**config.mk**
```make
export PLATFORM = sky130hd
export DESIGN_NAME = alu_issue_flat
export DESIGN_NICKNAME = d
export VERILOG_FILES = /design/src/rtl/alu_issue_pkg.sv /design/src/rtl/alu_issue_if.sv /design/src/rtl/alu_issue_op_decoder.sv /design/src/rtl/alu_issue.sv /design/src/flat_wrapper.sv
export SDC_FILE = /design/constraint.sdc
export NUM_CORES = 1
export LEC_CHECK = 0
export BUFFER_PORTS_ARGS = -buffer_cell sky130_fd_sc_hd__clkbuf_2
export CORE_MARGIN = 2
export CORE_UTILIZATION = 57
export CTS_BUF_LIST = sky130_fd_sc_hd__clkbuf_16
export DETAILED_ROUTE_END_ITERATION = 10
export PLACE_DENSITY_LB_ADDON = 0.08
export REMOVE_ABC_BUFFERS = 1
export SLEW_MARGIN = 20
export SYNTH_ARGS = -nofsm -noshare
export SYNTH_HDL_FRONTEND = slang
export SYNTH_SLANG_ARGS = --single-unit
```
**constraint.sdc**
```tcl
create_clock -name clk -period 3.4 [get_ports clk]
set_clock_uncertainty 0.2 [all_clocks]
set_input_delay 0.85 -clock clk [delete_from_list [all_inputs] [get_ports clk]]
set_output_delay 0.85 -clock clk [all_outputs]
set_load 0.01 [all_outputs]
```
**src/rtl/alu_issue_pkg.sv**
```systemverilog
// Shared types for the ALU issue stage: operation codes, ALUOp encodings and the buffered entry.
// Widths are fixed here and used by the interface, decoder and top.
package alu_issue_pkg;

    localparam int DATA_WIDTH    = 32;
    localparam int OPCODE_LENGTH = 4;
    localparam int REG_ADDR_W    = 5;

    typedef enum logic [OPCODE_LENGTH-1:0] {
        ALU_AND = 4'b0000,
        ALU_OR  = 4'b0001,
        ALU_ADD = 4'b0010,
        ALU_EQ  = 4'b1000,
        ALU_NE  = 4'b1001,
        ALU_ILL = 4'b1111
    } alu_op_e;

    localparam logic [1:0] ALUOP_MEM   = 2'b00;
    localparam logic [1:0] ALUOP_BR    = 2'b01;
    localparam logic [1:0] ALUOP_ARITH = 2'b10;
    localparam logic [1:0] ALUOP_RSVD  = 2'b11;

    localparam logic [2:0] F3_ADD = 3'b000;
    localparam logic [2:0] F3_AND = 3'b111;
    localparam logic [2:0] F3_OR  = 3'b110;
    localparam logic [2:0] F3_EQ  = 3'b000;
    localparam logic [2:0] F3_NE  = 3'b001;

    typedef struct packed {
        alu_op_e                 op;
        logic                    illegal;
        logic [DATA_WIDTH-1:0]   a;
        logic [DATA_WIDTH-1:0]   b;
        logic [REG_ADDR_W-1:0]   rd;
    } entry_t;

endpackage

```
**src/rtl/alu_issue_if.sv**
```systemverilog
// ID-side and ALU-side handshake bundle of the issue stage.
// ALU_FWD_EN adds the register-index and forwarding-bus signals.
interface alu_issue_if;
    import alu_issue_pkg::*;

    logic                    in_valid;
    logic                    in_ready;
    logic [1:0]              in_alu_op;
    logic [2:0]              in_funct3;
    logic [6:0]              in_funct7;
    logic                    in_is_rtype;
    logic [DATA_WIDTH-1:0]   in_src_a;
    logic [DATA_WIDTH-1:0]   in_src_b;
    logic [REG_ADDR_W-1:0]   in_rd;
`ifdef ALU_FWD_EN
    logic [REG_ADDR_W-1:0]   in_rs1;
    logic [REG_ADDR_W-1:0]   in_rs2;
    logic                    fwd_valid;
    logic [REG_ADDR_W-1:0]   fwd_rd;
    logic [DATA_WIDTH-1:0]   fwd_data;
`endif
    logic                    out_valid;
    logic                    out_ready;
    logic [OPCODE_LENGTH-1:0] Operation;
    logic [DATA_WIDTH-1:0]   SrcA;
    logic [DATA_WIDTH-1:0]   SrcB;
    logic [REG_ADDR_W-1:0]   out_rd;
    logic                    out_illegal;

    modport master (
`ifdef ALU_FWD_EN
        input  in_rs1, in_rs2, fwd_valid, fwd_rd, fwd_data,
`endif
        input  in_valid, in_alu_op, in_funct3, in_funct7, in_is_rtype,
        input  in_src_a, in_src_b, in_rd, out_ready,
        output in_ready, out_valid, Operation, SrcA, SrcB, out_rd, out_illegal
    );

    modport slave (
`ifdef ALU_FWD_EN
        output in_rs1, in_rs2, fwd_valid, fwd_rd, fwd_data,
`endif
        output in_valid, in_alu_op, in_funct3, in_funct7, in_is_rtype,
        output in_src_a, in_src_b, in_rd, out_ready,
        input  in_ready, out_valid, Operation, SrcA, SrcB, out_rd, out_illegal
    );

endinterface

```
**src/rtl/alu_issue_op_decoder.sv**
```systemverilog
// Combinational ALUOp/funct3/funct7 to ALU operation decode.
// Anything unsupported maps to ALU_ILL with illegal set.
module alu_issue_op_decoder
    import alu_issue_pkg::*;
(
    input  logic [1:0] alu_op,
    input  logic [2:0] funct3,
    input  logic [6:0] funct7,
    input  logic       is_rtype,
    output alu_op_e    op,
    output logic       illegal
);

    logic f7_bad;

    always_comb begin
        op     = ALU_ILL;
        // funct7 only carries meaning for R-type; I-type immediates land there
        f7_bad = is_rtype && (funct7 != 7'd0);
        case (alu_op)
            ALUOP_MEM: op = ALU_ADD;
            ALUOP_BR: begin
                case (funct3)
                    F3_EQ:   op = ALU_EQ;
                    F3_NE:   op = ALU_NE;
                    default: op = ALU_ILL;
                endcase
            end
            ALUOP_ARITH: begin
                if (!f7_bad) begin
                    case (funct3)
                        F3_ADD:  op = ALU_ADD;
                        F3_AND:  op = ALU_AND;
                        F3_OR:   op = ALU_OR;
                        default: op = ALU_ILL;
                    endcase
                end
            end
            ALUOP_RSVD: op = ALU_ILL;
        endcase
        illegal = (op == ALU_ILL);
    end

endmodule

```
**src/rtl/alu_issue.sv**
```systemverilog
// ID/EX issue stage: decodes the ALU operation and buffers entries in a main + skid pair.
// ALU_FWD_EN enables operand replacement from the forwarding bus on accept.
module alu_issue
    import alu_issue_pkg::*;
(
    input  logic        clk,
    input  logic        rst_n,
    input  logic        flush,
    alu_issue_if.master bus
);

    entry_t                main_q, main_d;
    entry_t                skid_q, skid_d;
    entry_t                new_entry;
    logic                  main_valid_q, main_valid_d;
    logic                  skid_valid_q, skid_valid_d;
    alu_op_e               dec_op;
    logic                  dec_illegal;
    logic [DATA_WIDTH-1:0] src_a;
    logic [DATA_WIDTH-1:0] src_b;
    logic                  accept;
    logic                  drain;

    alu_issue_op_decoder u_dec (
        .alu_op   (bus.in_alu_op),
        .funct3   (bus.in_funct3),
        .funct7   (bus.in_funct7),
        .is_rtype (bus.in_is_rtype),
        .op       (dec_op),
        .illegal  (dec_illegal)
    );

`ifdef ALU_FWD_EN
    always_comb begin
        src_a = bus.in_src_a;
        src_b = bus.in_src_b;
        if (bus.fwd_valid && (bus.fwd_rd != '0)) begin
            if (bus.fwd_rd == bus.in_rs1)
                src_a = bus.fwd_data;
            // I-type B is an immediate, so it never takes forwarded data
            if ((bus.fwd_rd == bus.in_rs2) && bus.in_is_rtype)
                src_b = bus.fwd_data;
        end
    end
`else
    assign src_a = bus.in_src_a;
    assign src_b = bus.in_src_b;
`endif

    always_comb begin
        new_entry.op      = dec_op;
        new_entry.illegal = dec_illegal;
        new_entry.a       = src_a;
        new_entry.b       = src_b;
        new_entry.rd      = bus.in_rd;
    end

    assign accept = bus.in_valid && !skid_valid_q;
    assign drain  = main_valid_q && bus.out_ready;

    always_comb begin
        main_d       = main_q;
        skid_d       = skid_q;
        main_valid_d = main_valid_q;
        skid_valid_d = skid_valid_q;
        if (flush) begin
            // data fields keep their last value; only the valids are killed
            main_valid_d = 1'b0;
            skid_valid_d = 1'b0;
        end else if (!main_valid_q || drain) begin
            if (skid_valid_q) begin
                main_d       = skid_q;
                main_valid_d = 1'b1;
                skid_valid_d = 1'b0;
            end else if (accept) begin
                main_d       = new_entry;
                main_valid_d = 1'b1;
            end else begin
                main_valid_d = 1'b0;
            end
        end else if (accept) begin
            skid_d       = new_entry;
            skid_valid_d = 1'b1;
        end
    end

    always_ff @(posedge clk or negedge rst_n) begin
        if (!rst_n) begin
            main_q       <= '0;
            skid_q       <= '0;
            main_valid_q <= 1'b0;
            skid_valid_q <= 1'b0;
        end else begin
            main_q       <= main_d;
            skid_q       <= skid_d;
            main_valid_q <= main_valid_d;
            skid_valid_q <= skid_valid_d;
        end
    end

    assign bus.in_ready    = !skid_valid_q;
    assign bus.out_valid   = main_valid_q;
    assign bus.Operation   = main_q.op;
    assign bus.SrcA        = main_q.a;
    assign bus.SrcB        = main_q.b;
    assign bus.out_rd      = main_q.rd;
    assign bus.out_illegal = main_q.illegal;

endmodule

```
**src/flat_wrapper.sv**
```systemverilog
// flat-port wrapper written by rule: the top's interface ports become plain ports
module alu_issue_flat import alu_issue_pkg::*;
  (clk, rst_n, flush, bus_in_valid, bus_in_alu_op, bus_in_funct3, bus_in_funct7, bus_in_is_rtype, bus_in_src_a, bus_in_src_b, bus_in_rd, bus_out_ready, bus_in_ready, bus_out_valid, bus_Operation, bus_SrcA, bus_SrcB, bus_out_rd, bus_out_illegal);
  alu_issue_if bus_i ();
  input  logic clk;
  input  logic rst_n;
  input  logic flush;
  input wire logic [$bits(bus_i.in_valid)-1:0] bus_in_valid;
  input wire logic [$bits(bus_i.in_alu_op)-1:0] bus_in_alu_op;
  input wire logic [$bits(bus_i.in_funct3)-1:0] bus_in_funct3;
  input wire logic [$bits(bus_i.in_funct7)-1:0] bus_in_funct7;
  input wire logic [$bits(bus_i.in_is_rtype)-1:0] bus_in_is_rtype;
  input wire logic [$bits(bus_i.in_src_a)-1:0] bus_in_src_a;
  input wire logic [$bits(bus_i.in_src_b)-1:0] bus_in_src_b;
  input wire logic [$bits(bus_i.in_rd)-1:0] bus_in_rd;
  input wire logic [$bits(bus_i.out_ready)-1:0] bus_out_ready;
  output wire logic [$bits(bus_i.in_ready)-1:0] bus_in_ready;
  output wire logic [$bits(bus_i.out_valid)-1:0] bus_out_valid;
  output wire logic [$bits(bus_i.Operation)-1:0] bus_Operation;
  output wire logic [$bits(bus_i.SrcA)-1:0] bus_SrcA;
  output wire logic [$bits(bus_i.SrcB)-1:0] bus_SrcB;
  output wire logic [$bits(bus_i.out_rd)-1:0] bus_out_rd;
  output wire logic [$bits(bus_i.out_illegal)-1:0] bus_out_illegal;
  assign bus_i.in_valid = bus_in_valid;
  assign bus_i.in_alu_op = bus_in_alu_op;
  assign bus_i.in_funct3 = bus_in_funct3;
  assign bus_i.in_funct7 = bus_in_funct7;
  assign bus_i.in_is_rtype = bus_in_is_rtype;
  assign bus_i.in_src_a = bus_in_src_a;
  assign bus_i.in_src_b = bus_in_src_b;
  assign bus_i.in_rd = bus_in_rd;
  assign bus_i.out_ready = bus_out_ready;
  assign bus_in_ready = bus_i.in_ready;
  assign bus_out_valid = bus_i.out_valid;
  assign bus_Operation = bus_i.Operation;
  assign bus_SrcA = bus_i.SrcA;
  assign bus_SrcB = bus_i.SrcB;
  assign bus_out_rd = bus_i.out_rd;
  assign bus_out_illegal = bus_i.out_illegal;
  alu_issue u_core (.clk(clk), .rst_n(rst_n), .flush(flush), .bus(bus_i));
endmodule
```
==> implementation parameters, run 1 <==
Parameter                              Value

Placement
  HPWL Detailed ... 9.60 mm
  Port Buf Inserts ... 162
  Placed Instance Area ... 7280 sq um
  Setup slack at placement ... 0.811 ns
  GPL Wtd Cong ... 0.796

Logic synthesis
  Xor/xnor cell area share of the yosys netlist ... 0%
  Synth Register Bits ... 150
  Distinct cell type count after synthesis ... 30
  Combinational family with the most area after synthesis ... simple AND/OR/NAND/NOR gates
  Multiplexer area fraction after synthesis ... 10.9%
  Mapped cell area ... 6420 sq um
  Sequential-to-total area share from yosys stat ... 58.5%
  Basic-gate share of the synthesized area counting and, or, nand and nor cells ... 18.8%
  Synthesized-area fraction occupied by ao, oa, aoi and oai cells ... 7.99%
  Yosys Warn Count ... 0
  Synthesized area per cell ... 9.73 sq um
  Post-Syn Instances ... 660
  Post-synthesis share of cell area spent on full adders, half adders and majority gates ... 0%

Layout
  Area of all placed cells without fillers ... 7870 sq um
  Area added between synthesis and finish ... 22.6%
  FF/Latch Area ... 3760 sq um
  Most common cell after layout, fill and taps aside ... sky130_fd_sc_hd__nand2_1
  Commonest cells after routing, fill and taps aside ... 283 x sky130_fd_sc_hd__nand2_1, 161 x sky130_fd_sc_hd__clkbuf_2, 149 x sky130_fd_sc_hd__dfrtp_1, 70 x sky130_fd_sc_hd__mux2i_1, 64 x sky130_fd_sc_hd__o21ai_1
  Net count of the finished layout ... 897
  Number of fillers in the final layout ... 816
  Combined area of the multi-input logic cells ... 2430 sq um
  Fraction of the core area covered by cells at the end of the flow ... 72.0%
  Diode insertion count for antenna repair ... 0
  Ratio of cells with drive above 1 in the final layout ... 25.9%

Timing
  Post-layout minimum cycle time ... 2.77 ns
  Pin slew with the least headroom to its limit ... 0.723 ns
  Total setup violations reported at the end of the flow ... 0
  Max transition margin ... 51.5%
  Worst Hold Slack ... 0.228 ns
  Final-report max-slew violation count ... 0
  Number of hold violations in the final report ... 0
  Final period util ... 81.4%
  Max frequency ... 0.361 GHz
  Setup slack after layout ... 0.633 ns
  Setup repair after global routing missed its margin ... no

Floorplanning
  Area enclosed by the die boundary ... 12100 sq um
  Count of boundary I/O pins ... 163
  Horizontal die dimension ... 110 microns
  Die height ... 110 microns
  Core area ... 10900 sq um
  Initial Utilization ... 58.7%
  Row Count ... 38

Power
  Highest ir drop seen on vdd ... 0.353 mV
  Power density normalized to cell area ... 629 nW/um^2
  Power consumption ... 4.95 mW
  Leakage Power ... 3.99 nW

Clock tree
  CTS H-Tree Depth ... 4
  Clock transition at the register clock pins on the worst setup and hold paths after CTS ... 0.06 ns
  CTS buffer count ... 17
  Total of hold buffers inserted after clock tree synthesis ... 0
  Total of cells resized after clock tree synthesis ... 0
  Sink count of the clock tree ... 150
  Library cell used as clock root buffer ... sky130_fd_sc_hd__clkbuf_16
  Setup bufs post-CTS ... 0
  Insertion delay of the later-clocked pin in the worst-skew pair ... 0.41 ns
  TritonCTS clock tree ... yes
  Buffers from clock root to sink, at most ... 2

Route
  Routed via count divided by cell count ... 5.30
  Total wire length after detailed routing ... 14.5 mm
  Residual DRC count ... 0
  Average routed wire per standard cell ... 15.1 microns
  DR vias ... 5106
  1st-pass router iterations ... 4
  Antenna violation net count after detailed routing ... 0
  1st-iter DRT viols ... 299

Setup path
  Crit Path Class ... reg2out
  Peak fanout along the critical path ... 39
  Critical path data required time ... 2.35 ns
  Data arrival time of the worst path ... 1.72 ns
  Worst Reg-to-Reg Cells ... 5
  Critical path capture point type ... output port
  Startpoint types ... flip-flop

Run status
  Status ... completed

GRT
  Antenna violations before repair ... 0
  Vias in the first global route ... 5069
  Global-route usage over all layers ... 25.4%
  Pin count of the biggest net entering global routing ... 71
  Overflow after GRT ... 0
  Global-route wire length before repair ... 23.6 mm

Hold path
  Class of the most critical hold timing path ... in2async

Flow run
  Max-cap violations ... 0
[logic make-up after synthesis]
logic type	Yosys count
buf+inv	42
flops	150
compound gates	90
mux	70
simple gates	308
[critical path: stages (launching register included)]
cell	delay, ns
sky130_fd_sc_hd__dfrtp_4	0.86
sky130_fd_sc_hd__inv_1	0.25
sky130_fd_sc_hd__clkbuf_2	0.19
[power by group]
part / total (mW) / switching [mW] / internal, mW / leakage (nW)
Combinational: 0.747 / 0.430 / 0.317 / 1.83
Clock: 1.87 / 0.729 / 1.14 / 0.287
Sequential: 2.33 / 0.202 / 2.13 / 1.87
Total: 4.95 / 1.36 / 3.59 / 3.99
[cell type report]
type,instances,share of cell area (%)
Sequential cell,150,47.7
Multi-Input combinational cell,468,30.9
Timing Repair Buffer,171,11.6
Clock buffer,17,5.40
Tap cell,140,2.23
Clock inverter,15,2.05
Inverter,2,0.0954
[Yosys cell counts]
cell type	count	area share [%]
sky130_fd_sc_hd__nand2_1	283	17
sky130_fd_sc_hd__dfrtp_1	150	58
sky130_fd_sc_hd__mux2i_1	70	11
sky130_fd_sc_hd__o21ai_1	64	5.0
sky130_fd_sc_hd__clkbuf_1	18	1.1
sky130_fd_sc_hd__buf_2	13	1.0
sky130_fd_sc_hd__buf_6	9	1.6
sky130_fd_sc_hd__o21ai_2	8	1.1
sky130_fd_sc_hd__nor2_1	6	0.35
sky130_fd_sc_hd__a21oi_1	5	0.39
sky130_fd_sc_hd__a31oi_1	4	0.39
sky130_fd_sc_hd__nor3_1	4	0.31
sky130_fd_sc_hd__nand3_1	3	0.23
sky130_fd_sc_hd__o21ai_0	3	0.23
sky130_fd_sc_hd__inv_1	2	0.12
sky130_fd_sc_hd__nand2b_1	2	0.19
sky130_fd_sc_hd__nor4_1	2	0.19
sky130_fd_sc_hd__or3_1	2	0.19
sky130_fd_sc_hd__a221oi_1	1	0.14
sky130_fd_sc_hd__a311oi_1	1	0.14
sky130_fd_sc_hd__a41oi_1	1	0.14
sky130_fd_sc_hd__and2_1	1	0.098
sky130_fd_sc_hd__and3_1	1	0.098
sky130_fd_sc_hd__and4b_1	1	0.16
sky130_fd_sc_hd__nor2b_1	1	0.098
sky130_fd_sc_hd__nor2b_4	1	0.21
sky130_fd_sc_hd__nor4bb_1	1	0.16
sky130_fd_sc_hd__o21bai_1	1	0.12
sky130_fd_sc_hd__o31ai_1	1	0.12
sky130_fd_sc_hd__o41ai_2	1	0.25
[metrics by stage]
step                      cells  setup TNS (ns)
final                       963               0
after global routing        963               0
after CTS                   963               0
after detailed placement    931               0
after global placement      931               0
after floorplan             620         -197.32
[routing by layer]
metal	global-route usage, %	routed length [microns]
met5	0	0
met4	10.4	257
met3	4.88	827
met2	41.1	7100
met1	34.1	6350
[sequential cells by signal (all words and copies together) (netlist names)]
signal and cells:
u_core.skid_q 74, u_core.bus.SrcA 32, u_core.bus.SrcB 32, u_core.bus.out_rd 5, u_core.bus.Operation 4, u_core.bus.out_illegal 1
u_core.bus.out_valid 1, u_core.skid_valid_q 1
[worst paths after layout]
path / startpoint / endpoint / slack (ns)
setup / recovery: u_core.skid_valid_q$_DFFE_PN0P_ / bus_in_ready / 0.63
hold / removal: rst_n / u_core.skid_q[37]$_DFFE_PN0P_ / 0.23
setup reg to reg: u_core.skid_valid_q$_DFFE_PN0P_ / u_core.bus.SrcA[14]$_DFFE_PN0P_ / 0.89
hold reg to reg: u_core.skid_q[50]$_DFFE_PN0P_ / u_core.skid_q[50]$_DFFE_PN0P_ / 0.27
max in group asynchronous: rst_n / u_core.skid_valid_q$_DFFE_PN0P_ / 1.96
min in group clk: u_core.skid_q[50]$_DFFE_PN0P_ / u_core.skid_q[50]$_DFFE_PN0P_ / 0.27
Power figures use the tool's default switching activity.
==> run 2: changes to the inputs <==
Settings changed: CORE_UTILIZATION 57 to 53.
Clock period 3.4 ns to 2.8 ns, I/O delays scaled along.
==> run 2 against run 1 <==
Net effect: the flow now finishes with violations (negative hold slack); final cell count increased by 0.83%; sequential power grew 21%; register-to-register slack got worse by 0.16 ns; non-clock buffer count rose by 1; hold slack got worse by 0.23 ns; power rose by 32%; first-iteration DRC count grew 2.7%.
==> implementation parameters, run 2 (synthesized netlist as in run 1, its figures left out) <==
Parameter                              Value

Run status
  Status ... finished with violations (was completed)
  Violations in the final reports ... negative hold slack

Clock tree
  Setup bufs post-CTS ... 0 (unchanged)
  Buffers from clock root to sink, at most ... 2 (unchanged)
  Library cell used as clock root buffer ... sky130_fd_sc_hd__clkbuf_16 (unchanged)
  Insertion delay of the later-clocked pin in the worst-skew pair ... 0.42 ns (was 0.41 ns)
  Total of hold buffers inserted after clock tree synthesis ... 0 (unchanged)
  Total of cells resized after clock tree synthesis ... 0 (unchanged)
  Sink count of the clock tree ... 150 (unchanged)
  CTS H-Tree Depth ... 4 (unchanged)
  Clock transition at the register clock pins on the worst setup and hold paths after CTS ... 0.06 ns (about the same)
  TritonCTS clock tree ... yes (unchanged)
  CTS buffer count ... 17 (unchanged)

Placement
  GPL Wtd Cong ... 0.790 (was 0.796)
  Port Buf Inserts ... 162 (unchanged)
  HPWL Detailed ... 9.24 mm (was 9.60 mm)

Timing
  Post-layout minimum cycle time ... 2.30 ns
  Final period util ... 82.2%
  Max frequency ... 0.435 GHz
  Pin slew with the least headroom to its limit ... 0.738 ns (was 0.723 ns)
  Setup repair after global routing missed its margin ... no (unchanged)
  Final-report max-slew violation count ... 0 (unchanged)
  Max transition margin ... 50.4% (was 51.5%)
  Worst Hold Slack ... -0.00397 ns (was 0.228 ns)
  Total setup violations reported at the end of the flow ... 0 (unchanged)
  Number of hold violations in the final report ... 3 (was 0)

Floorplanning
  Die height ... 114 microns (was 110 microns)
  Area enclosed by the die boundary ... 13000 sq um (was 12100 sq um)
  Initial Utilization ... 53.9% (was 58.7%)
  Count of boundary I/O pins ... 163 (unchanged)
  Row Count ... 40 (was 38)
  Core area ... 11900 sq um (was 10900 sq um)
  Horizontal die dimension ... 114 microns (was 110 microns)

Route
  Residual DRC count ... 0 (unchanged)
  1st-pass router iterations ... 4 (unchanged)
  Total wire length after detailed routing ... 14.1 mm (was 14.5 mm)
  Routed via count divided by cell count ... 5.14 (was 5.30)
  DR vias ... 4992 (was 5106)
  Average routed wire per standard cell ... 14.5 microns (was 15.1 microns)
  Antenna violation net count after detailed routing ... 0 (unchanged)
  1st-iter DRT viols ... 307 (was 299)

Layout
  Reg with most FFs ... u_core.skid_q (unchanged)
  Most common cell after layout, fill and taps aside ... sky130_fd_sc_hd__nand2_1 (unchanged)
  Commonest cells after routing, fill and taps aside ... 283 x sky130_fd_sc_hd__nand2_1, 161 x sky130_fd_sc_hd__clkbuf_2, 149 x sky130_fd_sc_hd__dfrtp_1, 70 x sky130_fd_sc_hd__mux2i_1, 64 x sky130_fd_sc_hd__o21ai_1 (unchanged)
  Diode insertion count for antenna repair ... 0 (unchanged)
  Net count of the finished layout ... 898 (was 897)
  Ratio of cells with drive above 1 in the final layout ... 26.2% (was 25.9%)
  Area added between synthesis and finish ... 25.6% (was 22.6%)
  Flip-flop count of the largest register, all copies and words added ... 74 (unchanged)

Setup path
  Crit Path Class ... reg2out (unchanged)
  Peak fanout along the critical path ... 18 (was 39)
  Critical path data required time ... 1.90 ns (was 2.35 ns)
  Startpoint types ... flip-flop (unchanged)
  Critical path capture point type ... output port (unchanged)
  Data arrival time of the worst path ... 1.40 ns (was 1.72 ns)

Power
  Sw power ... 1.61 mW (was 1.36 mW)
  Highest ir drop seen on vdd ... 0.347 mV (was 0.353 mV)
  Sequential group share of total power ... 43.2% (was 47.1%)
  Clock network fraction of design power ... 42.9% (was 37.9%)
  Total internal power ... 4.91 mW (was 3.59 mW)
  Share of power burned in combinational logic ... 13.9% (was 15.1%)
  Proportion of total power due to net switching ... 24.7% (was 27.5%)
  Power consumption ... 6.52 mW (was 4.95 mW)
  Power density normalized to cell area ... 809 nW/um^2 (was 629 nW/um^2)
  Leakage Power ... 4.08 nW (was 3.99 nW)

GRT
  Pin count of the biggest net entering global routing ... 103 (was 71)
  Overflow after GRT ... 0 (unchanged)
  Global-route usage over all layers ... 23.1% (was 25.4%)
  Vias in the first global route ... 4884 (was 5069)
  Antenna violations before repair ... 0 (unchanged)
  Global-route wire length before repair ... 23.4 mm (was 23.6 mm)

Hold path
  Class of the most critical hold timing path ... in2async (unchanged)

Flow run
  Max-cap violations ... 0 (unchanged)
-- run 2: cell count changes in the layout (fill, tap and decap cells not counted) --
| cell | previous run | this run |
|---|---|---|
| sky130_fd_sc_hd__clkinvlp_4 | 2 | 1 |
| sky130_fd_sc_hd__clkinv_1 | 3 | 0 |
| sky130_fd_sc_hd__clkinv_2 | 3 | 1 |
| sky130_fd_sc_hd__bufinv_16 | 3 | 9 |
| sky130_fd_sc_hd__inv_1 | 3 | 4 |
| sky130_fd_sc_hd__inv_6 | 2 | 0 |
| sky130_fd_sc_hd__buf_12 | 2 | 4 |
| sky130_fd_sc_hd__buf_4 | 7 | 6 |
| sky130_fd_sc_hd__clkinv_4 | 1 | 2 |
-- run 2: final timing paths --
path / from / to / slack, ns / cells past startpoint
max: u_core.skid_valid_q$_DFFE_PN0P_ / bus_in_ready / 0.50 / 2
min: rst_n / u_core.bus.SrcA[10]$_DFFE_PN0P_ / -0.004 / 1
max reg2reg: u_core.skid_valid_q$_DFFE_PN0P_ / u_core.bus.Operation[0]$_DFFE_PN0P_ / 0.73 / 4
min reg2reg: u_core.skid_q[31]$_DFFE_PN0P_ / u_core.skid_q[31]$_DFFE_PN0P_ / 0.27 / 2
max in group asynchronous: rst_n / u_core.bus.SrcB[7]$_DFFE_PN0P_ / 1.69 / 2
min in group clk: u_core.skid_q[31]$_DFFE_PN0P_ / u_core.skid_q[31]$_DFFE_PN0P_ / 0.27 / 2
-- run 2: area by class of cell --
cell class	instances	area, sq um
clock buffer	17	425
tap	147	184
multi-input combinational	468	2430
timing repair buffer	172	942
clock inverter	15	308
inverter	2	7.51
sequential	150	3760
fill	944	3850
-- run 2: stage by stage --
step	cell area [sq um]	setup TNS (ns)	utilization, %	std cells	setup slack (ns)
floorplan	6180	-287.33	-	620	-2.45
global placement	7330	0	61.5	939	0.646
detailed placement	7330	0	61.5	939	0.601
CTS	8060	0	67.7	971	0.482
global route	8060	0	67.7	971	0.442
finish	8060	0	67.7	971	0.499
-- run 2: routing by layer --
layer	up-vias	global-route usage [%]	routed length, microns
li1	2463	-	-
met1	2365	29.8	6240
met2	144	37.6	6880
met3	20	6.14	727
met4	0	8.62	246
met5	-	0	0
-- run 2: worst max-delay path, cell delays in order, from the launching register on --
cell and delay (ns):
sky130_fd_sc_hd__dfrtp_4 0.61, sky130_fd_sc_hd__inv_1 0.20, sky130_fd_sc_hd__clkbuf_2 0.17
-- run 2: power by group through the flow --
| stage | combinational [mW] | sequential [mW] | clock, mW |
|---|---|---|---|
| after floorplan | 0.431 | 2.89 | 0 |
| after global placement | 0.885 | 2.83 | 0 |
| after detailed placement | 0.922 | 2.85 | 0 |
| after CTS | 0.926 | 2.82 | 2.83 |
| after global routing | 1.04 | 2.87 | 2.94 |
| final | 0.906 | 2.82 | 2.79 |
